File: src/rtl/bcd_scan_ctrl.sv
// Time-multiplexed BCD display scanner with a double-buffered load port.
// Optional build macro: LEADING_ZERO_BLANK_EN suppresses leading-zero digits.
// state    | meaning
// ST_IDLE  | nothing loaded yet, outputs off
// ST_DWELL | digit r_dig driven for PRESCALE cycles
// ST_BLANK | all-off gap after digit r_dig for BLANK_CYCLES cycles
module bcd_scan_ctrl #(
  parameter int NUM_DIGITS   = 4,
  parameter int PRESCALE     = 1000,
  parameter int BLANK_CYCLES = 2
) (
  input  logic                    i_clk,
  input  logic                    i_rst,
  input  logic                    i_load_valid,
  output logic                    o_load_ready,
  input  logic [4*NUM_DIGITS-1:0] i_load_bcd,
  output logic [NUM_DIGITS-1:0]   o_dig_sel,
  output logic [9:0]              o_dec_out,
  output logic                    o_frame_done,
  output logic                    o_bad_code
);

  localparam int CNT_MAX    = (PRESCALE > BLANK_CYCLES) ? PRESCALE : BLANK_CYCLES;
  localparam int CW         = $clog2(CNT_MAX + 1);
  localparam int DW         = (NUM_DIGITS > 1) ? $clog2(NUM_DIGITS) : 1;
  localparam int BLANK_LOAD = (BLANK_CYCLES > 0) ? BLANK_CYCLES - 1 : 0;

  localparam logic [1:0] ST_IDLE  = 2'd0;
  localparam logic [1:0] ST_DWELL = 2'd1;
  localparam logic [1:0] ST_BLANK = 2'd2;
  // frame_done marks the final cycle of whichever state closes the last slot
  localparam logic [1:0] ST_LAST  = (BLANK_CYCLES > 0) ? ST_BLANK : ST_DWELL;

  localparam logic [CW-1:0] DWELL_TC = CW'(PRESCALE - 1);
  localparam logic [CW-1:0] BLANK_TC = CW'(BLANK_LOAD);
  localparam logic [DW-1:0] LAST_DIG = DW'(NUM_DIGITS - 1);

  logic [1:0]              r_state;
  logic [CW-1:0]           r_cnt;
  logic [DW-1:0]           r_dig;
  logic [4*NUM_DIGITS-1:0] r_active;
  logic [4*NUM_DIGITS-1:0] r_pending;
  logic                    r_pend_full;
  logic [NUM_DIGITS-1:0]   r_mask;
  logic                    r_bad;
  logic [NUM_DIGITS-1:0]   r_dig_sel;
  logic [9:0]              r_dec_out;
  logic                    r_frame_done;

  logic [1:0]              w_state_nxt;
  logic [CW-1:0]           w_cnt_nxt;
  logic [DW-1:0]           w_dig_nxt;
  logic                    w_swap;
  logic                    w_accept;
  logic [4*NUM_DIGITS-1:0] w_active_nxt;
  logic [NUM_DIGITS-1:0]   w_mask_nxt;
  logic [NUM_DIGITS-1:0]   w_pend_mask;
  logic                    w_pend_bad;
  logic [3:0]              w_code;
  logic                    w_show;
  logic [NUM_DIGITS-1:0]   w_dig_sel_nxt;
  logic [9:0]              w_dec_nxt;
  logic                    w_frame_done_nxt;

  assign o_load_ready = ~r_pend_full;
  assign w_accept     = i_load_valid & ~r_pend_full;

  always_comb begin
    w_state_nxt = r_state;
    w_cnt_nxt   = r_cnt;
    w_dig_nxt   = r_dig;
    w_swap      = 1'b0;
    case (r_state)
      ST_IDLE: begin
        if (r_pend_full) begin
          w_swap      = 1'b1;
          w_state_nxt = ST_DWELL;
          w_dig_nxt   = '0;
          w_cnt_nxt   = DWELL_TC;
        end
      end
      ST_DWELL, ST_BLANK: begin
        if (r_cnt != '0) begin
          w_cnt_nxt = r_cnt - CW'(1);
        end else if ((r_state == ST_DWELL) && (BLANK_CYCLES > 0)) begin
          w_state_nxt = ST_BLANK;
          w_cnt_nxt   = BLANK_TC;
        end else begin
          w_state_nxt = ST_DWELL;
          w_cnt_nxt   = DWELL_TC;
          if (r_dig == LAST_DIG) begin
            w_dig_nxt = '0;
            w_swap    = r_pend_full;
          end else begin
            w_dig_nxt = r_dig + DW'(1);
          end
        end
      end
      default: begin
        w_state_nxt = ST_IDLE;
        w_cnt_nxt   = '0;
        w_dig_nxt   = '0;
      end
    endcase
  end

  always_comb begin
    w_pend_bad = 1'b0;
    for (int i = 0; i < NUM_DIGITS; i++) begin
      if (r_pending[4*i +: 4] > 4'd9) w_pend_bad = 1'b1;
    end
  end

`ifdef LEADING_ZERO_BLANK_EN
  logic w_zero_run;

  // a digit is suppressed while it and everything above it are zero
  always_comb begin
    w_zero_run  = 1'b1;
    w_pend_mask = '0;
    for (int i = NUM_DIGITS - 1; i >= 1; i--) begin
      w_zero_run     = w_zero_run & (r_pending[4*i +: 4] == 4'd0);
      w_pend_mask[i] = w_zero_run;
    end
  end
`else
  assign w_pend_mask = '0;
`endif

  assign w_active_nxt = w_swap ? r_pending : r_active;
  assign w_mask_nxt   = w_swap ? w_pend_mask : r_mask;
  assign w_code       = w_active_nxt[4*w_dig_nxt +: 4];
  assign w_show       = (w_state_nxt == ST_DWELL) && !w_mask_nxt[w_dig_nxt];

  always_comb begin
    w_dig_sel_nxt = '0;
    w_dec_nxt     = '0;
    if (w_show) begin
      w_dig_sel_nxt = NUM_DIGITS'(1) << w_dig_nxt;
      if (w_code <= 4'd9) w_dec_nxt = 10'd1 << w_code;
    end
  end

  assign w_frame_done_nxt = (w_state_nxt == ST_LAST) && (w_dig_nxt == LAST_DIG) &&
                            (w_cnt_nxt == '0);

  always_ff @(posedge i_clk) begin
    if (i_rst) begin
      r_state      <= ST_IDLE;
      r_cnt        <= '0;
      r_dig        <= '0;
      r_active     <= '0;
      r_pending    <= '0;
      r_pend_full  <= 1'b0;
      r_mask       <= '0;
      r_bad        <= 1'b0;
      r_dig_sel    <= '0;
      r_dec_out    <= '0;
      r_frame_done <= 1'b0;
    end else begin
      r_state      <= w_state_nxt;
      r_cnt        <= w_cnt_nxt;
      r_dig        <= w_dig_nxt;
      r_active     <= w_active_nxt;
      r_mask       <= w_mask_nxt;
      r_dig_sel    <= w_dig_sel_nxt;
      r_dec_out    <= w_dec_nxt;
      r_frame_done <= w_frame_done_nxt;
      if (w_swap) r_bad <= w_pend_bad;
      if (w_accept) r_pending <= i_load_bcd;
      if (w_swap) begin
        r_pend_full <= 1'b0;
      end else if (w_accept) begin
        r_pend_full <= 1'b1;
      end
    end
  end

  assign o_dig_sel    = r_dig_sel;
  assign o_dec_out    = r_dec_out;
  assign o_frame_done = r_frame_done;
  assign o_bad_code   = r_bad;

endmodule

File: config.mk
export PLATFORM = sky130hd
export DESIGN_NAME = bcd_scan_ctrl
export DESIGN_NICKNAME = d
export VERILOG_FILES = /design/src/rtl/bcd_scan_ctrl.sv
export SDC_FILE = /design/constraint.sdc
export NUM_CORES = 1
export LEC_CHECK = 0
export ABC_AREA = 1
export CORE_MARGIN = 3
export CORE_UTILIZATION = 40
export CTS_BUF_LIST = sky130_fd_sc_hd__clkbuf_4 sky130_fd_sc_hd__clkbuf_8 sky130_fd_sc_hd__clkbuf_16
export CTS_CLUSTER_SIZE = 14
export DETAILED_ROUTE_END_ITERATION = 6
export PLACE_DENSITY = 0.62
export SLEW_MARGIN = 15
export SYNTH_ARGS = -nofsm -noshare
export SYNTH_HDL_FRONTEND = slang
export SYNTH_SLANG_ARGS = --single-unit
File: constraint.sdc
create_clock -name i_clk -period 2.9 [get_ports i_clk]
set_input_delay 0.435 -clock i_clk [delete_from_list [all_inputs] [get_ports i_clk]]
set_output_delay 0.435 -clock i_clk [all_outputs]
set_load 0.01 [all_outputs]
Word level (Yosys, flattened, before mapping)
Index checks and enable logic that the tools add are counted.
{ "classes": {"n_addsub": 2, "order_cmp": 6, "eq_ne": 6, "shifts": 3, "mux": 26, "bitwise_logic": 4, "n_reduce_logical": 11} }
{ "ops": {"columns": ["cell", "n"], "rows": [
  ["two-way mux 10 bit", 3],
  ["case mux 10 bit (2 select lines)", 1],
  ["greater-than comparator 4 bit, second input constant", 4],
  ["two-way mux 16 bit", 1],
  ["indexed part select 16 x 5 -> 4 bit", 1],
  ["two-way mux 2 bit", 7],
  ["logical NOT 10 bit", 1],
  ["nonzero test 10 bit", 1],
  ["<< shifter 1 x 4 -> 10 bit, first input constant", 1],
  ["subtractor 10 x 1 -> 10 bit, second input constant", 1],
  ["two-way mux 1 bit", 9],
  ["== test 2 bit, second input constant", 4],
  ["case mux 2 bit (2 select lines)", 2],
  ["OR reduction 2 bit", 3],
  ["== test 2 x 1 -> 1 bit, second input constant", 2],
  ["<= comparator 4 bit, second input constant", 1],
  ["two-way mux 4 bit", 1],
  ["<< shifter 1 x 2 -> 4 bit, first input constant", 1],
  ["logical AND 1 bit", 3],
  ["< comparator 2 x 3 -> 1 bit, second input constant", 1],
  ["inverter 1 bit", 3],
  ["OR reduction 3 bit", 1],
  ["adder 2 x 1 -> 2 bit, second input constant", 1],
  ["binary-select mux 1 bit (select 2 bit)", 1],
  ["other kinds (4)", 4]
]} }
{ "word_totals": {"reg_bits": 67, "in_bits": 19, "out_inout_bits": 17, "word_cells": 69} }

Longest topological paths before layout
Gate-level depths: netlist (run 1).
{ "depth": {"word_depth": 12, "depth_mapped": 18, "depth_no_buf": 16} }

Worst setup path before layout (run 1)
OpenSTA, ideal clock, no wires.
{ "synth_path": {"path_type": "register to register", "start": "reg r_state[0]", "end": "reg r_dec_out[9] (netlist: o_dec_out[9])", "setup_ns": 0.114, "arrival_ns": 2.009, "required_ns": 2.786, "slack_ns": 0.776, "stages_incl_launch_ff": 16, "path_buffers": 1, "period_less_slack_ns": 2.124, "path_cell_list": "dfxtp_1 inv_1 ha_1 inv_2 nor2_1 nand4_2 nand2_4 nand2_4 buf_6 or2_1 nand3_2 nand2_1 nand2_1 nand2_2 nand3_1 nor2_1"} }
{ "synth_via": {"elab_chain_cells": 11, "elab_cells_between_ends": 27, "cone_classes": "order compare: 1; eq/ne: 3; shift: 2; mux: 14; bitwise: 2; reduce/logical: 5"} }
{ "synth_rtl": {"columns": ["item", "line_no", "rtl"], "rows": [
  ["start: declaration", "38", "logic [1:0] r_state;"],
  ["start signal: assignment", "161", "r_state <= w_state_nxt;"],
  ["parallel branches: the longest is 11 deep, another holds <= comparator 4 bit", null, null],
  ["end signal: assignment", "167", "r_dec_out <= w_dec_nxt;"],
  ["end: declaration", "47", "logic [9:0] r_dec_out;"]
]} }
Several ways; the timed one is not identified. The select of a mux whose other input is x is not followed.
A chain may end at the register's enable or synchronous reset.

Final worst setup path (run 1)
{ "layout_path": {"start": "reg r_state[0]", "end": "reg r_dec_out[2] (netlist: o_dec_out[2])"} }
The elaborated chain is that of the path after synthesis.

==> results, run 1 <==
- For this design, the sink count on the clock tree is 67.
- Yosys mapped the design onto 36 distinct sky130hd cell types.
- For the worst flop-to-flop path, the logic depth is 13.
- The power per cell area is 713 mW/mm².
- The fraction of post-synthesis cell area in the top cell type by area is 0.416.
- The final number of hold-violating endpoints is 0.
- The routed layout has 2,785 vias.
- The count of flip-flops with a built-in enable after synthesis is 0.
- Clock tree synthesis inserted a total of 9 buffers.
- The top cell types in the final layout, fill and taps aside, are sky130_fd_sc_hd__nand2_1, sky130_fd_sc_hd__dfxtp_1, sky130_fd_sc_hd__inv_1.
- The count of nets left with antenna violations once routing finished came out at 0.
- The sequential-to-total area share from yosys stat is 0.416.
- The first routing iteration left 85 violations.
- After filler insertion, the fill cell instance count of the layout stands at 795.
- The arithmetic-cell share of the synthesized area counting full adders, half adders and majority gates is 0.0233.
- The tightest min-delay check is of the reg -> reg type.
- 36 I/O pins were placed.
- The routed wirelength normalized by instance count is 11.9 µm.
- The worst hold path begins at r_mask[3].
- The clock passes through at most 2 buffers.
- The clock reaches the later pin of the worst-skew pair after 0.35 ns.
- The die area is 0.00917 mm².
- The maximum clock rate is 387 MHz.
- The fraction of synthesized area in multiplexers is 0.
- The element type at the critical path start is a flip-flop.
- The number of gates resized after CTS was 0.
- The post-cts hold buffer count is 0.
- Of the total synthesized cell area, the portion taken by XOR and XNOR cells is 0.00816.
- Final hold analysis gives a worst-case slack of 0.451 ns.
- Of all nets on the critical path, the largest fanout is 30.
- The total overflow reported by the global router is 0.
- The post-synthesis compound-gate area fraction is 0.123.
- Relative to the synthesized area, the layout overhead comes to 18.8%.
- The area share of and/or/nand/nor cells after synthesis is 0.324.
- From bottom edge to top edge, the die measures 95.7 µm.
- STA puts the critical path data required time at 3.13 ns.
- By area, the combinational part of the netlist is dominated by simple AND/OR/NAND/NOR gates.
- The synthesized net count is 476.
- Sorting the synthesized cells by area gives the leading types as sky130_fd_sc_hd__dfxtp_1, sky130_fd_sc_hd__nand2_1, sky130_fd_sc_hd__inv_1.
- STA puts the critical path data arrival time at 2.82 ns.
- Dividing the final minimum period by the clock period gives 0.890.
- The number of endpoints failing setup at the final stage is 0.
- The worst hold path terminates at r_mask[3].
- Summing all placed instances gives a cell area of 0.00362 mm².
- After floorplanning, the core was sized to cover 0.00777 mm².
- The first TritonRoute pass finished after 5 iterations.
- Summing every instance area after synthesis gives 0.00322 mm².
- The initial utilization of the core area, before any placement, comes to 0.415.
- The fraction of layout cells with a size suffix above 1 is 0.113.
- The final total negative setup slack is 0 ns.
- In the routed layout, each cell is associated on average with a via count of 4.72.
- The number of slew-limit violations in the final report came to 0.
- Buffers placed on the I/O ports in this run total 35.
- In this run the critical register-to-register path is launched from r_state[0].
- At the pin with the least slew margin, the transition time is 0.672 ns.
- The net count reported at finish is 509.
- The width of the chip is 95.7 µm.
- The TritonCTS clock tree is yes.
- In the global route stage, overall resource usage came out at 0.164.
- The count of max-cap constraint violations is 0.
- The yosys synthesis warning count is 0.
- The antenna diode count is 0.
- The number of rows in the core area is 32.
- By startpoint and endpoint, the worst setup path is classified as reg -> reg.
- Leaving out fill and tap cells, the most frequent cell in the layout is sky130_fd_sc_hd__nand2_1.
- Entering global routing, the biggest net connects 31 pins.
- The worst register-to-register path ends at o_dec_out[2].
- In this run the number of H-tree levels came out at 3.
- Averaged over all synthesized cells, the footprint is 7.14 µm².
- IR analysis of the VDD net gives a maximum drop of 255 µV.
- For the final database, setup skew stands at 0.0175 ns.
- Counting I/O delays and the setup requirement, the final critical path takes 2.58 ns.
- The number of remaining DRC errors is 0.
- The number of global-route vias before repair is 2,559.
- The standby leakage power is 1.70 nW.
- The routability congestion estimate is 0.828.
- Detailed placement finished with a half-perimeter wire length of 5190 µm.
- Setup repair after global routing left no endpoint under its margin.
- Clock-pin slew was measured on the worst setup and hold paths at 0.08 ns.
- The final core area utilization is 0.493.
- After synthesis the netlist holds a flip-flop and latch count of 67.
- Summed over all layers, the routed wires come to 7010 µm.
- The worst slew slack as a fraction of its limit is 0.552.
- The finished layout cell area is 0.00383 mm².
- The first-pass GRT wire length is 11,600 µm.
- The worst setup path is captured at a flip-flop.
- The run finished with clean final reports.
- The share of synthesized flip-flops with an asynchronous set or reset is 0.
- Across all register-to-register paths, the minimum setup slack is 0.32 ns.
- Synthesis produced a netlist whose cell count is 451.
- The most instantiated flip-flop cell in the synthesis netlist is sky130_fd_sc_hd__dfxtp_1.
- The number of antenna violations at the first check in global routing is 0.
- The largest area contributor in the synthesized netlist is sky130_fd_sc_hd__dfxtp_1.
- Once the clock tree was built, the setup fixing pass inserted 0 buffers.
- The root buffer cell is sky130_fd_sc_hd__clkbuf_8.
- The cell depth of the worst hold path is 2.
cells by family (layout without fill, tap and decap cells):
family          after synthesis  after routing
compound gates               75             75
xor+xnor                      3              3
buf+inv                      81            118
fa+ha+maj                     6              6
simple gates                219            219
flops                        67             67
power breakdown:
part / switching, mW / internal, mW / total, mW
registers: 0.0533 / 1.01 / 1.07
clock network: 0.339 / 0.458 / 0.796
logic: 0.557 / 0.307 / 0.864
metrics by stage:
| stage | instances | power (mW) | worst slack [ns] |
|---|---|---|---|
| after global placement | 575 | 1.94 | 0.419 |
| final | 590 | 2.73 | 0.318 |
| after global routing | 590 | 2.91 | 0.0557 |
| after detailed placement | 575 | 1.95 | 0.402 |
| after CTS | 590 | 2.74 | 0.341 |
| after floorplan | 451 | 1.75 | 0.776 |
worst max-delay path, cell delays in order (launching register included):
cell	delay (ns)
sky130_fd_sc_hd__dfxtp_1	0.38
sky130_fd_sc_hd__inv_1	0.07
sky130_fd_sc_hd__ha_1	0.46
sky130_fd_sc_hd__inv_2	0.06
sky130_fd_sc_hd__nor2_1	0.17
sky130_fd_sc_hd__nand4_2	0.18
sky130_fd_sc_hd__nand2_4	0.16
sky130_fd_sc_hd__nand2_4	0.20
sky130_fd_sc_hd__o21ai_1	0.34
sky130_fd_sc_hd__nand2_1	0.10
sky130_fd_sc_hd__nand3_1	0.09
sky130_fd_sc_hd__nand2_2	0.10
sky130_fd_sc_hd__nand3b_1	0.12
sky130_fd_sc_hd__nor2_1	0.05
layout make-up:
type / instances / area, µm² / share of cell area
tap: 102 / 128 / 0.0334
clock inverter: 2 / 35.0 / 0.00916
sequential: 67 / 1340 / 0.351
clock buffer: 13 / 166 / 0.0435
multi-input combinational: 303 / 1540 / 0.403
inverter: 67 / 255 / 0.0667
timing repair buffer: 36 / 358 / 0.0935
synthesized netlist by cell type (2+ instances only):
cell type and count:
sky130_fd_sc_hd__dfxtp_1 67, sky130_fd_sc_hd__inv_2 3, sky130_fd_sc_hd__nand4_1 4, sky130_fd_sc_hd__o21ai_1 4, sky130_fd_sc_hd__inv_1 61, sky130_fd_sc_hd__or2_1 2
sky130_fd_sc_hd__buf_2 3, sky130_fd_sc_hd__nand3_2 7, sky130_fd_sc_hd__clkbuf_1 6, sky130_fd_sc_hd__ha_1 6, sky130_fd_sc_hd__nand2_1 87, sky130_fd_sc_hd__xor2_1 3
sky130_fd_sc_hd__nand2_4 4, sky130_fd_sc_hd__o21ai_0 36, sky130_fd_sc_hd__nand2_2 15, sky130_fd_sc_hd__a21oi_1 30, sky130_fd_sc_hd__nor2_4 3, sky130_fd_sc_hd__nand3_1 31
sky130_fd_sc_hd__nor2_1 60, sky130_fd_sc_hd__buf_6 3
sequential cells by signal, indices dropped and copies added, names as in the netlist:
signal,count
r_mask,4
r_active,16
r_pend_full,1
o_dig_sel,4
o_frame_done,1
o_bad_code,1
r_cnt,10
r_state,2
r_dig,2
o_dec_out,10
r_pending,16
routing by layer:
metal | part of all wire | up-vias | global-route usage
met4 | 0.025 | 0 | 0.0853
met3 | 0.041 | 14 | 0.0391
met5 | 0 | - | 0
li1 | - | 1485 | -
met2 | 0.47 | 46 | 0.271
met1 | 0.46 | 1240 | 0.196
how the worst max path moves through the flow:
stage	start	to	slack, ns	cells after the start
2_1_floorplan	r_state[0]	o_dec_out[9]	0.78	15
3_3_place_gp	r_state[0]	o_dec_out[3]	0.42	13
3_5_place_dp	r_state[0]	o_dec_out[4]	0.40	13
4_1_cts	r_state[0]	o_dec_out[2]	0.34	13
5_1_grt	r_state[0]	o_dec_out[9]	0.06	15
6_report	r_state[0]	o_dec_out[2]	0.32	13
(Power assumes the default switching activity.)
==> run 2: changes to the inputs <==
Settings changed: CELL_PAD_IN_SITES_DETAIL_PLACEMENT from default to 0, CELL_PAD_IN_SITES_GLOBAL_PLACEMENT from default to 1, GPL_ROUTABILITY_DRIVEN from default to 1, PLACE_DENSITY 0.62 to 0.8.
==> run 2 against run 1 <==
  * Worst hold slack worse by 0.0022 ns
  * Register-to-register slack better by 0.17 ns
  * First-iteration DRC count up 22%
  * Clock skew down 0.0085 ns
==> results, run 2 (synthesis gave the netlist of run 1 again) <==
- The flow ran to the end, and the final reports show no timing, DRC or antenna violations.
- The total clock buffers created by CTS is 9 (unchanged).
- The worst endpoint data arrival time is 2.64 ns (-0.18 ns).
- The number of slew-limit violations in the final report was 0 (unchanged).
- The library cell used most frequently in the layout, excluding fill and tap cells, is sky130_fd_sc_hd__nand2_1.
- The width of the chip is 95.7 µm (unchanged).
- The number of endpoints failing setup at the final stage is 0 (unchanged).
- The count of buffering cells on the critical path with inverters included came to 2 (unchanged).
- The initial cell density of the core is 0.415 (unchanged).
- The critical path is of the reg -> reg type.
- The pin count of the biggest net entering global routing is 31 (unchanged).
- The number of instances resized during post-cts repair is 0 (unchanged).
- The post-CTS setup-driven buffer insertion count is 0 (unchanged).
- The routed wirelength normalized by instance count was 11.8 µm (-0.80%).
- The worst hold slack is 0.449 ns (-0.00217 ns).
- The critical-path maximum fanout came to 30 (unchanged).
- The number of buffers added on ports is 35 (unchanged).
- The largest registers in the layout are r_active (16), r_pending (16).
- Setup repair after global routing left no endpoint under its margin.
- The number of remaining DRC errors was 0 (unchanged).
- The TritonCTS clock tree is yes.
- The slowest stage of the critical path belongs to the cell sky130_fd_sc_hd__ha_1.
- The final total negative setup slack was 0 ns (unchanged).
- The transition time at the pin with the least slew margin is 0.681 ns (+0.00899 ns).
- The total overflow reported by the global router is 0 (unchanged).
- The count of max-cap constraint violations is 0 (unchanged).
- The number of rows in the core area is 32 (unchanged).
- The total wire length is 6980 µm (-0.30%).
- The antenna diode count is 0 (unchanged).
- The remaining antenna violation count came to 0 (unchanged).
- The post-cts hold buffer count is 0 (unchanged).
- The number of global-route vias before repair came to 2,568 (+0.35%).
- The worst hold path class is reg -> reg.
- The net count reported at finish is 511 (+0.39%).
- The count of H-tree levels built during CTS is 3 (unchanged).
- The count of boundary I/O pins is 36 (unchanged).
- In the layout the commonest cells are sky130_fd_sc_hd__nand2_1, sky130_fd_sc_hd__dfxtp_1, sky130_fd_sc_hd__inv_1.
- The clock-pin slew of the registers on the worst-case setup and hold paths is 0.07 ns (about the same).
- The clock network latency to the later pin of the worst-skew pair is 0.34 ns (about the same).
- The standby leakage power is 1.70 nW (about the same).
- The element type at the critical path start is a flip-flop.
- The floorplan die height was 95.7 µm (unchanged).
- The largest stage delay on the critical path is 0.42 ns (-0.04 ns).
- The portion of the clock cycle consumed by the worst path in the final layout is 0.830 (-0.0599).
- The power per cell area is 707 mW/mm² (-0.75%).
- The die area was 0.00917 mm² (unchanged).
- The number of DRC violations after detailed-routing iteration 0 is 104 (+22%).
- The detailed-routing iteration count for the pre-antenna-repair pass is 4 (-1).
- The maximum ir drop on the vdd rail is 358 µV (+40%).
- The maximum root-to-sink buffer count is 2 (unchanged).
- The power consumption is 2.72 mW (-0.36%).
- The vias per cell is 4.71 (-0.15%).
- Walking the worst path, the cells encountered are inv_1 > ha_1 > inv_2 > nor2_1 > nand4_2 > nand2_4 > nand2_4 > or2_1 > nand3_1 > nand2_1 > nand2_1 > nand2_2 > nand3_1 > nor2_1.
- The total number of clock tree sinks is 67 (unchanged).
- The total number of vias came to 2,795 (+0.36%).
- The final number of hold-violating endpoints is 0 (unchanged).
- The overall track demand over capacity in global routing is 0.168 (+0.00466).
- The fraction of layout cells with a size suffix above 1 is 0.118 (+0.00542).
- The number of antenna violations at the first check in global routing came to 0 (unchanged).
- The setup clock skew after layout was 0.00902 ns (-0.00847 ns).
- The post-route minimum period is 2.41 ns (-0.174 ns).
- In this run the clock root is driven by a sky130_fd_sc_hd__clkbuf_8.
- The endpoint kind of the worst setup timing path is a flip-flop.
- The maximum clock rate came to 415 MHz (+7.2%).
- The dominant delay contributor by cell family on the critical path is simple AND/OR/NAND/NOR gates.
- The standard cell core area was 0.00777 mm² (unchanged).
- The count of filler cells inserted in the layout is 805 (+1.3%).
- The area growth from synthesis to final layout is 19.2%.
- The required time of the critical path is 3.13 ns (about the same).
- The first-pass GRT wire length was 11,900 µm (+2.8%).
- The worst slew slack as a fraction of its limit came to 0.546 (-0.00600).
- The half-perimeter wire length after detailed placement is 5190 µm (about the same).
- The routability congestion estimate is 0.830 (+0.23%).
[run 2: cell types whose count changed in the layout (fill, tap and decap cells not counted)]
cell and delta:
sky130_fd_sc_hd__clkbuf_8 -1, sky130_fd_sc_hd__clkbuf_4 -2, sky130_fd_sc_hd__clkinvlp_4 +2, sky130_fd_sc_hd__buf_4 +2
sky130_fd_sc_hd__clkinv_2 +1, sky130_fd_sc_hd__inv_6 +1
[run 2: power by group]
group          switching (mW)  internal [mW]  leakage (nW)  total (mW)
combinational           0.553          0.310          1.05       0.863
clock                   0.368          0.420        0.0987       0.788
sequential             0.0532           1.01         0.549        1.07
total                   0.974           1.74          1.70        2.72
[run 2: worst register-to-register path, stage by stage, from the launching register on]
cell                      delay, ns
sky130_fd_sc_hd__dfxtp_1       0.39
sky130_fd_sc_hd__inv_1         0.06
sky130_fd_sc_hd__ha_1          0.42
sky130_fd_sc_hd__inv_2         0.06
sky130_fd_sc_hd__nor2_1        0.15
sky130_fd_sc_hd__nand4_2       0.16
sky130_fd_sc_hd__nand2_4       0.15
sky130_fd_sc_hd__nand2_4       0.19
sky130_fd_sc_hd__or2_1         0.27
sky130_fd_sc_hd__nand3_1       0.11
sky130_fd_sc_hd__nand2_1       0.06
sky130_fd_sc_hd__nand2_1       0.07
sky130_fd_sc_hd__nand2_2       0.08
sky130_fd_sc_hd__nand3_1       0.09
sky130_fd_sc_hd__nor2_1        0.04
[run 2: metrics by stage]
| stage | setup slack [ns] | area [µm²] | instances | util |
|---|---|---|---|---|
| after floorplan | 0.776 | 3220 | 451 | - |
| after global placement | 0.570 | 3640 | 577 | 0.469 |
| after detailed placement | 0.518 | 3640 | 577 | 0.469 |
| after CTS | 0.500 | 3840 | 593 | 0.495 |
| after global routing | 0.222 | 3840 | 593 | 0.495 |
| final | 0.492 | 3840 | 593 | 0.495 |
[run 2: path summary, 6_finish.rpt]
kind | startpoint | to | slack (ns) | cells after the start
setup / recovery | r_state[0] | o_dec_out[9] | 0.49 | 14
hold / removal | r_mask[2] | r_mask[2] | 0.45 | 2
setup reg to reg | r_state[0] | o_dec_out[9] | 0.49 | 14
hold reg to reg | r_mask[2] | r_mask[2] | 0.45 | 2
[run 2: layer usage]
layer  part of all wire  track usage
met1               0.49        0.222
met3              0.042       0.0407
met2               0.46        0.267
met5                  0            0
met4              0.011       0.0616
[run 2: cell type report]
type,count,area [µm²],share of cell area
clock buffers,10,138,0.0358
well taps,102,128,0.0332
inverters,67,255,0.0664
clock inverters,6,63.8,0.0166
flip-flops and latches,67,1340,0.349
repair buffers,38,373,0.0971
multi-input cells,303,1540,0.402
==> run 3: changes to the inputs <==
Clock period 2.9 ns to 2.5 ns, I/O delays scaled along.
==> run 3 against run 2 <==
  * Core utilization increased by 0.87 points
  * Register-to-register slack got worse by 0.26 ns
  * Die area unchanged
  * Count of clock-buffer cells in the layout increased by 4
  * Critical path depth increased by 1
  * Sequential cell count unchanged
  * Combinational power increased by 21%
  * Via count increased by 2.3%
  * Worst hold slack improved by 0.0015 ns
  * Clock skew decreased by 0.0030 ns
  * Clock power increased by 17%
  * Critical path type unchanged
  * Largest cell class unchanged
  * Largest power group unchanged
==> results, run 3 (synthesis gave the netlist of run 1 again) <==
- The post-cts hold buffer count is 0 (unchanged).
- Among all stages on the critical path, the largest delay is contributed by sky130_fd_sc_hd__dfxtp_1.
- The number of antenna violations at the first check in global routing is 0 (unchanged).
- The number of buffers added on ports came to 35 (unchanged).
- In the layout the commonest cells are sky130_fd_sc_hd__nand2_1, sky130_fd_sc_hd__dfxtp_1, sky130_fd_sc_hd__inv_1, sky130_fd_sc_hd__nor2_1.
- The number of DRC violations after detailed-routing iteration 0 is 97 (-6.7%).
- The maximum clock rate is 441 MHz (+6.1%).
- The power consumption is 3.20 mW (+18%).
- The worst reg-to-reg setup slack is 0.23 ns (-0.26 ns).
- The count of boundary I/O pins was 36 (unchanged).
- The standby leakage power is 1.74 nW (+2.5%).
- The worst hold slack came to 0.451 ns (+0.00150 ns).
- The worst endpoint data arrival time is 2.54 ns (-0.10 ns).
- The total wire length is 7370 µm (+5.6%).
- The count of H-tree levels built during CTS came to 3 (unchanged).
- The pin count of the biggest net entering global routing is 31 (unchanged).
- The portion of the clock cycle consumed by the worst path in the final layout is 0.908 (+0.0776).
- The total clock buffers created by CTS was 9 (unchanged).
- The die area is 0.00917 mm² (unchanged).
- The setup clock skew after layout is 0.00607 ns (-0.00295 ns).
- The number of cells on the worst reg-to-reg path is 15 (+1).
- The transition time at the pin with the least slew margin is 0.491 ns (-0.189 ns).
- The critical-path maximum fanout is 8 (-73%).
- The placed instance area came to 0.00369 mm² (+1.4%).
- The total area of sequential cells was 0.00134 mm² (unchanged).
- By instance count, the cell type seen most on the critical path is sky130_fd_sc_hd__nand3_1.
- The clock-pin slew of the registers on the worst-case setup and hold paths is 0.07 ns (about the same).
- The total number of clock tree sinks is 67 (unchanged).
- The antenna diode count is 0 (unchanged).
- The required time of the critical path came to 2.77 ns (-0.36 ns).
- The post-route minimum period was 2.27 ns (-0.138 ns).
- The endpoint kind of the worst setup timing path is a flip-flop.
- The worst slew slack as a fraction of its limit is 0.670 (+0.125).
- The final number of hold-violating endpoints is 0 (unchanged).
- The largest registers in the layout are r_active (16), r_pending (16).
- The count of buffering cells on the critical path with inverters included was 3 (+1).
- The area taken by multi-input logic gates came to 0.00155 mm² (+0.57%).
- The min-delay analysis places its worst path in the category reg -> reg.
- The TritonCTS clock tree is yes.
- Setup repair after global routing left no endpoint under its margin.
- The initial cell density of the core is 0.415 (unchanged).
- The largest stage delay on the critical path is 0.37 ns (-0.05 ns).
- The first-pass GRT wire length came to 12,300 µm (+3.7%).
- The routed wirelength normalized by instance count is 12.3 µm (+4.5%).
- The fraction of layout cells with a size suffix above 1 was 0.131 (+0.0127).
- The half-perimeter wire length after detailed placement is 5360 µm (+3.2%).
- The area growth from synthesis to final layout is 21.3%.
- The count of filler cells inserted in the layout was 829 (+3.0%).
- The power per cell area is 818 mW/mm² (+16%).
- The overall track demand over capacity in global routing was 0.172 (+0.00397).
- The final total negative setup slack is 0 ns (unchanged).
- The cell depth of the worst hold path is 2 (unchanged).
- The maximum root-to-sink buffer count is 2 (unchanged).
- The element type at the critical path start is a flip-flop.
- The clock network latency to the later pin of the worst-skew pair was 0.34 ns (about the same).
- Leaving out fill and tap cells, the most frequent cell in the layout is sky130_fd_sc_hd__nand2_1.
- The total overflow reported by the global router is 0 (unchanged).
- The number of endpoints failing setup at the final stage is 0 (unchanged).
- The logic depth of the worst setup path including buffers came to 15 (+1).
- The vias per cell is 4.77 (+1.2%).
- The standard cell core area was 0.00777 mm² (unchanged).
- The number of slew-limit violations in the final report is 0 (unchanged).
- The number of remaining DRC errors is 0 (unchanged).
- The floorplan die height is 95.7 µm (unchanged).
- The width of the chip is 95.7 µm (unchanged).
- The remaining antenna violation count is 0 (unchanged).
- The maximum ir drop on the vdd rail is 360 µV (+0.73%).
- The finished layout cell area came to 0.00391 mm² (+1.8%).
- Walking the worst path, the cells encountered are inv_1 > ha_1 > inv_2 > nor2_1 > nand4_2 > nand2_4 > buf_4 > nand3_1 > nand2_1 > nand2_1 > nand3_1 > nand2_2 > nor2_4 > nand3_1 > nor2_1.
- The number of rows in the core area is 32 (unchanged).
- In this run the clock root is driven by a sky130_fd_sc_hd__clkbuf_8.
- The critical path is of the reg -> reg type.
- The total number of vias is 2,858 (+2.3%).
- The net count reported at finish was 517 (+1.2%).
- The number of global-route vias before repair is 2,662 (+3.7%).
- The worst-case setup slack after placement is 0.158 ns (-0.360 ns).
- The post-route worst setup slack is 0.230 ns (-0.262 ns).
- The dominant delay contributor by cell family on the critical path is simple AND/OR/NAND/NOR gates.
- The run finished with clean final reports.
- The detailed-routing iteration count for the pre-antenna-repair pass is 4 (unchanged).
- The routability congestion estimate came to 0.941 (+13%).
- The count of max-cap constraint violations is 0 (unchanged).
run 3: path summary, 6_finish.rpt:
check | to | start
hold reg to reg | r_mask[2] | r_mask[2]
setup / recovery | o_dec_out[8] | r_state[0]
setup reg to reg | o_dec_out[8] | r_state[0]
hold / removal | r_mask[2] | r_mask[2]
run 3: what timing repair did:
item,4_1_cts,5_1_grt
setup endpoints to repair,0,10
buffers inserted,0,1
gates resized for setup,0,3
endpoints found under the hold margin,0,0
run 3: layout make-up:
| class | instances | share of cell area |
|---|---|---|
| Multi-Input combinational cell | 303 | 0.397 |
| Sequential cell | 67 | 0.343 |
| Timing Repair Buffer | 44 | 0.110 |
| Inverter | 67 | 0.0653 |
| Clock buffer | 14 | 0.0429 |
| Tap cell | 102 | 0.0327 |
| Clock inverter | 2 | 0.00896 |
run 3: power breakdown:
| part | internal [mW] | total (mW) | switching, mW | leakage (nW) |
|---|---|---|---|---|
| Combinational | 0.377 | 1.04 | 0.660 | 1.09 |
| Sequential | 1.17 | 1.24 | 0.0624 | 0.549 |
| Clock | 0.532 | 0.925 | 0.392 | 0.108 |
| Total | 2.08 | 3.20 | 1.11 | 1.74 |
run 3: worst register-to-register path, cell delays in order (launching register included):
cell and delay (ns):
sky130_fd_sc_hd__dfxtp_1 0.37, sky130_fd_sc_hd__inv_1 0.06, sky130_fd_sc_hd__ha_1 0.32, sky130_fd_sc_hd__inv_2 0.05, sky130_fd_sc_hd__nor2_1 0.15, sky130_fd_sc_hd__nand4_2 0.18
sky130_fd_sc_hd__nand2_4 0.14, sky130_fd_sc_hd__buf_4 0.16, sky130_fd_sc_hd__nand3_1 0.08, sky130_fd_sc_hd__nand2_1 0.11, sky130_fd_sc_hd__nand2_1 0.06, sky130_fd_sc_hd__nand3_1 0.12
sky130_fd_sc_hd__nand2_2 0.11, sky130_fd_sc_hd__nor2_4 0.12, sky130_fd_sc_hd__nand3_1 0.07, sky130_fd_sc_hd__nor2_1 0.09
run 3: per-layer routing:
metal  GRT usage  wire (µm)
met5           0          0
met4      0.0664        100
met3      0.0297        289
met2       0.281       3440
met1       0.227       3540
run 3: per-stage QoR:
step / utilization / std cells
5_1_grt: 0.503 / 599
2_1_floorplan: - / 451
6_report: 0.503 / 599
3_5_place_dp: 0.475 / 582
3_3_place_gp: 0.475 / 582
4_1_cts: 0.501 / 598
==> edit 1 (config.mk and constraints of run 2) <==
Reset style: asynchronous (`i_rst`), changed in one clocked block.
--- a/src/rtl/bcd_scan_ctrl.sv
+++ b/src/rtl/bcd_scan_ctrl.sv
@@ -144,7 +144,7 @@
   assign w_frame_done_nxt = (w_state_nxt == ST_LAST) && (w_dig_nxt == LAST_DIG) &&
                             (w_cnt_nxt == '0);
 
-  always_ff @(posedge i_clk) begin
+  always_ff @(posedge i_clk or posedge i_rst) begin
     if (i_rst) begin
       r_state      <= ST_IDLE;
       r_cnt        <= '0;
Behaviour: differs if i_rst is asserted again (counterexample within 4 cycles, from zero or initial values and one cycle with i_rst high); with i_rst held inactive, the same outputs for 10 cycles.
==> edit 1 against run 2 <==
  * Worst setup slack lost 0.16 ns
  * Sequential cell count did not move
  * First-iteration DRC count grew 34%
  * Clock skew decreased by 0.0022 ns
  * Highest routed layer unchanged
  * Routed wire length grew 1.9%
  * Critical endpoint is now o_dec_out[0]
  * Maximum frequency shrank 6.3%
  * Design area up 6.4%
  * Area after synthesis up 4.9%
Power is not compared: it rests on default switching activity, and its combinational part moved more than twofold at a synthesized area within 25%.
==> edit 1: results (changes against run 2) <==
Run status
  – Status: complete, no violations (unchanged)

Hold path
  – Hold crit path type: primary input to async pin (was flip-flop to flip-flop)

Detailed routing
  – Vias/cell: 4.77 (was 4.71)
  – Vias: 2583 (was 2795)
  – Drt initial violations: 139 (was 104)
  – Routed len/inst: 13.2 microns (was 11.8 microns)

Yosys
  – Post-synthesis sequential area ratio: 49.6% (was 41.6%)
  – Mux contribution to synthesized area: 5.33% (was 0%)
  – Post-synth ARST share: 100% (was 0%)
  – Xor and xnor area share after synthesis: 0.518% (was 0.816%)
  – Top post-synthesis cells by area: dfrtp_1 (50%), nand2_1 (13%), mux2_2 (5.3%) (was dfxtp_1 (42%), nand2_1 (10%), inv_1 (7.1%))
  – Synth cell types: 32 (was 36)
  – Compound-Gate Fraction of Synth Area: 5.26% (was 12.3%)
  – Synth cell count leaders: nand2_1 (119), dfrtp_1 (67), inv_1 (30), nor2_1 (29), nand3_1 (26) (was nand2_1 (87), dfxtp_1 (67), inv_1 (61), nor2_1 (60), o21ai_0 (36))
  – Syn Area/Cell: 8.64 sq um (was 7.14 sq um)
  – Mapped Nets: 416 (was 476)
  – Area share of fa/ha/maj cells after synthesis: 2.22% (was 2.33%)

Clock network
  – Resized cells post-CTS: 0 (unchanged)

Global routing
  – GRT Total Usage: 15.8% (was 16.8%)
  – Global-route wire length before repair: 12300 microns (was 11900 microns)
  – Vias in the first global route: 2613 (was 2568)
  – Largest net degree at the start of global routing: 29 (was 31)

Cells and area
  – Fillers: 762 (was 805)
  – Layout cells sized above 1: 19.4% (was 11.8%)
  – Ant diodes: 0 (unchanged)
  – NumNets Final: 459 (was 511)

Worst setup path
  – Setup slack, reg-to-reg: 0.33 ns (was 0.49 ns)
  – Worst-path maximum fanout: 21 (was 30)
  – CP peak stage delay: 0.44 ns (was 0.42 ns)
  – Crit path DAT: 2.83 ns (was 2.64 ns)

Timing
  – Hold Slack: 0.460 ns (was 0.449 ns)
  – Worst-Margin Slew: 0.696 ns (was 0.681 ns)
  – Clock Skew: 0.00684 ns (was 0.00902 ns)

Placed design
  – Cells after DPL: 525 (was 577)
  – Post-DP HPWL: 5520 microns (was 5190 microns)
  – Area after DPL: 3830 sq um (was 3640 sq um)
  – Placer Congestion: 0.794 (was 0.830)

Power and ir drop
  – Static leakage: between 2 and 2.5 nW
edit 1: cell count changes after synthesis, sizes merged, moves of 25 or more:
cell,before,now
dfxtp,67,0
nor2,65,39
a21oi,32,7
nand2,106,140
inv,65,38
dfrtp,0,67
edit 1: metal layers:
layer	track usage, %	wire length, microns	up-vias
met2	25.6	3390	48
met3	3.57	299	8
met4	4.79	82	0
met5	0	0	-
met1	21.3	3350	1206
li1	-	-	1321
edit 1: final timing paths:
| kind | startpoint | endpoint | depth (start not counted) |
|---|---|---|---|
| setup / recovery | r_state[0] | o_dec_out[0] | 14 |
| hold / removal | i_rst | r_pending[9] | 2 |
| setup reg to reg | r_state[0] | o_dec_out[0] | 14 |
| hold reg to reg | r_mask[3] | r_mask[3] | 2 |
| max in group asynchronous | i_rst | o_dig_sel[2] | 3 |
| min in group i_clk | r_mask[3] | r_mask[3] | 2 |
edit 1: logic make-up after synthesis:
kind of cell,count (synthesis)
xor+xnor,2
mux,16
buf+inv,46
fa+ha+maj,6
simple gates,220
flops,67
compound gates,34
edit 1: critical path: cells and delay by family (launching register included):
family	cells	cell delay (ns)
simple gates	10	1.30
flops	1	0.41
fa+ha+maj	1	0.44
buf+inv	3	0.36
edit 1: stage by stage:
stage	util, %	setup slack (ns)
floorplan	-	0.782
global placement	48.1	0.351
detailed placement	48.1	0.314
CTS	51.3	0.308
global route	51.3	0.0110
finish	51.3	0.330
edit 1: cell type report:
| class | count | share of cell area [%] |
|---|---|---|
| Timing Repair Buffer | 39 | 9.31 |
| Multi-Input combinational cell | 278 | 36.8 |
| Clock buffer | 12 | 3.74 |
| Clock inverter | 4 | 2.39 |
| Tap cell | 102 | 3.12 |
| Inverter | 39 | 3.64 |
| Sequential cell | 67 | 41.0 |
==> edit 2 (config.mk and constraints of run 2) <==
Without the edit above. Add a define of `LEADING_ZERO_BLANK_EN`.
--- a/src/rtl/bcd_scan_ctrl.sv
+++ b/src/rtl/bcd_scan_ctrl.sv
@@ -4,6 +4,8 @@
 // ST_IDLE  | nothing loaded yet, outputs off
 // ST_DWELL | digit r_dig driven for PRESCALE cycles
 // ST_BLANK | all-off gap after digit r_dig for BLANK_CYCLES cycles
+`define LEADING_ZERO_BLANK_EN
+
 module bcd_scan_ctrl #(
   parameter int NUM_DIGITS   = 4,
   parameter int PRESCALE     = 1000,
Check against the original RTL: same outputs for any inputs over 10 cycles, from zero or initial values and one cycle with i_rst high; that may be too few to reach the edited logic, so the function may still have changed.
==> edit 2 against run 2 <==
  * Clock skew about the same
  * Synthesized cell count increased by 0.22%
  * Highest routed layer unchanged
  * Area after synthesis increased by 0.27%
  * Worst setup slack got worse by 0.17 ns
  * Critical path depth is 2 higher
  * Routed wire length up 7.9%
  * Sequential power increased by 5%
  * Design area is 1.9% higher
  * Critical path type unchanged
  * Total power increased by 25%
  * Clock power up 35%
  * Sequential cell count is the same
==> edit 2: results (changes against run 2) <==
Global routing
  – GR met2 Demand/Resource: 29.2% (was 26.7%)
  – Largest net degree at the start of global routing: 33 (was 31)
  – GRT Total Usage: 18.0% (was 16.8%)
  – Global-route wire length before repair: 12600 microns (was 11900 microns)
  – Met1 Use GR: 23.1% (was 22.2%)

Timing
  – Worst slew margin: 48.2% (was 54.6%)
  – Clock Skew: 0.00920 ns (was 0.00902 ns)

Run status
  – Status: complete, no violations (unchanged)

Placed design
  – Placer Congestion: 0.824 (was 0.830)
  – Buffers on Ports: 35 (unchanged)
  – Area after DPL: 3640 sq um (about the same)
  – Post-DP HPWL: 5730 microns (was 5190 microns)

Power and ir drop
  – Pwr Density: 864 nW/um^2 (was 707 nW/um^2)
  – Static leakage: 1.72 nW (was 1.70 nW)
  – Max VDD drop: 0.331 mV (was 0.358 mV)

Yosys
  – Synth warn: 0 (unchanged)
  – Synth cell types: 39 (was 36)
  – Mapped Nets: 477 (was 476)
  – Synth cell count leaders: nand2_1 (91), dfxtp_1 (67), inv_1 (54), nor2_1 (52), o21ai_0 (34) (was nand2_1 (87), dfxtp_1 (67), inv_1 (61), nor2_1 (60), o21ai_0 (36))
  – Top post-synthesis cells by area: dfxtp_1 (42%), nand2_1 (11%), inv_1 (6.3%) (was dfxtp_1 (42%), nand2_1 (10%), inv_1 (7.1%))

Worst setup path
  – Worst-path maximum fanout: 31 (was 30)
  – Setup slack, reg-to-reg: 0.32 ns (was 0.49 ns)
  – R2R cell count: 16 (was 14)

Detailed routing
  – Routed len/inst: 12.7 microns (was 11.8 microns)
  – Drt pass-1 iters: 5 (was 4)
  – Vias: 2830 (was 2795)
  – Met3 WL: 273 microns (was 293 microns)
  – Post-Route M1 WL: 3500 microns (was 3400 microns)
  – Metal2 WL: 3620 microns (was 3210 microns)

Clock network
  – Worst skew pair latency: 0.36 ns (was 0.34 ns)

Cells and area
  – Fillers: 793 (was 805)
## edit 2: worst max path at each step
stage	startpoint	end	slack (ns)
finish	r_state[0]	o_dec_out[9]	0.32
global placement	r_state[0]	o_dec_out[3]	0.35
CTS	r_state[0]	o_dec_out[9]	0.30
detailed placement	r_state[0]	o_dec_out[8]	0.31
floorplan	r_state[0]	o_dec_out[3]	0.71
global route	r_state[0]	o_dec_out[0]	0.07
## edit 2: worst reg2reg max path: stages, from the launching register on
cell and delay (ns):
dfxtp_1 0.40, inv_1 0.06, ha_1 0.42, inv_1 0.13, nor2_1 0.13, nand4_2 0.15
nand2_4 0.15, nand2_4 0.20, clkinv_2 0.14, nand2_1 0.06, nand2_1 0.08, nand2_1 0.06
nand3_1 0.09, nand2_1 0.11, nor2_2 0.15, nand3_2 0.09, nor2_1 0.09
## edit 2: final cells by class
type,instances,share of cell area [%]
clock buffer,10,3.52
sequential,67,34.3
clock inverter,6,3.48
inverter,62,5.98
tap,102,3.26
timing repair buffer,38,9.52
multi-input combinational,308,40.0
## edit 2: power breakdown
group / internal, mW / leakage, nW / switching (mW)
combinational: 0.413 / 1.04 / 0.787
sequential: 1.04 / 0.549 / 0.0803
clock: 0.683 / 0.133 / 0.379
total: 2.14 / 1.72 / 1.25
## edit 2: stage by stage
step	hold WS, ns	power [mW]	cells
final	0.460	3.38	593
after global routing	0.481	3.62	593
after CTS	0.452	3.41	593
after detailed placement	0.440	2.34	577
after global placement	0.440	2.34	577
after floorplan	0.425	2.07	452
## edit 2: cell families (layout without fill, tap and decap cells)
group           count (synthesis)  after routing  synth area share [%]
flops                          67             67                  41.5
simple gates                  220            220                  32.3
buf+inv                        77            116                  10.0
compound gates                 80             80                  13.2
fa+ha+maj                       6              6                  2.32
xor+xnor                        2              2                 0.542
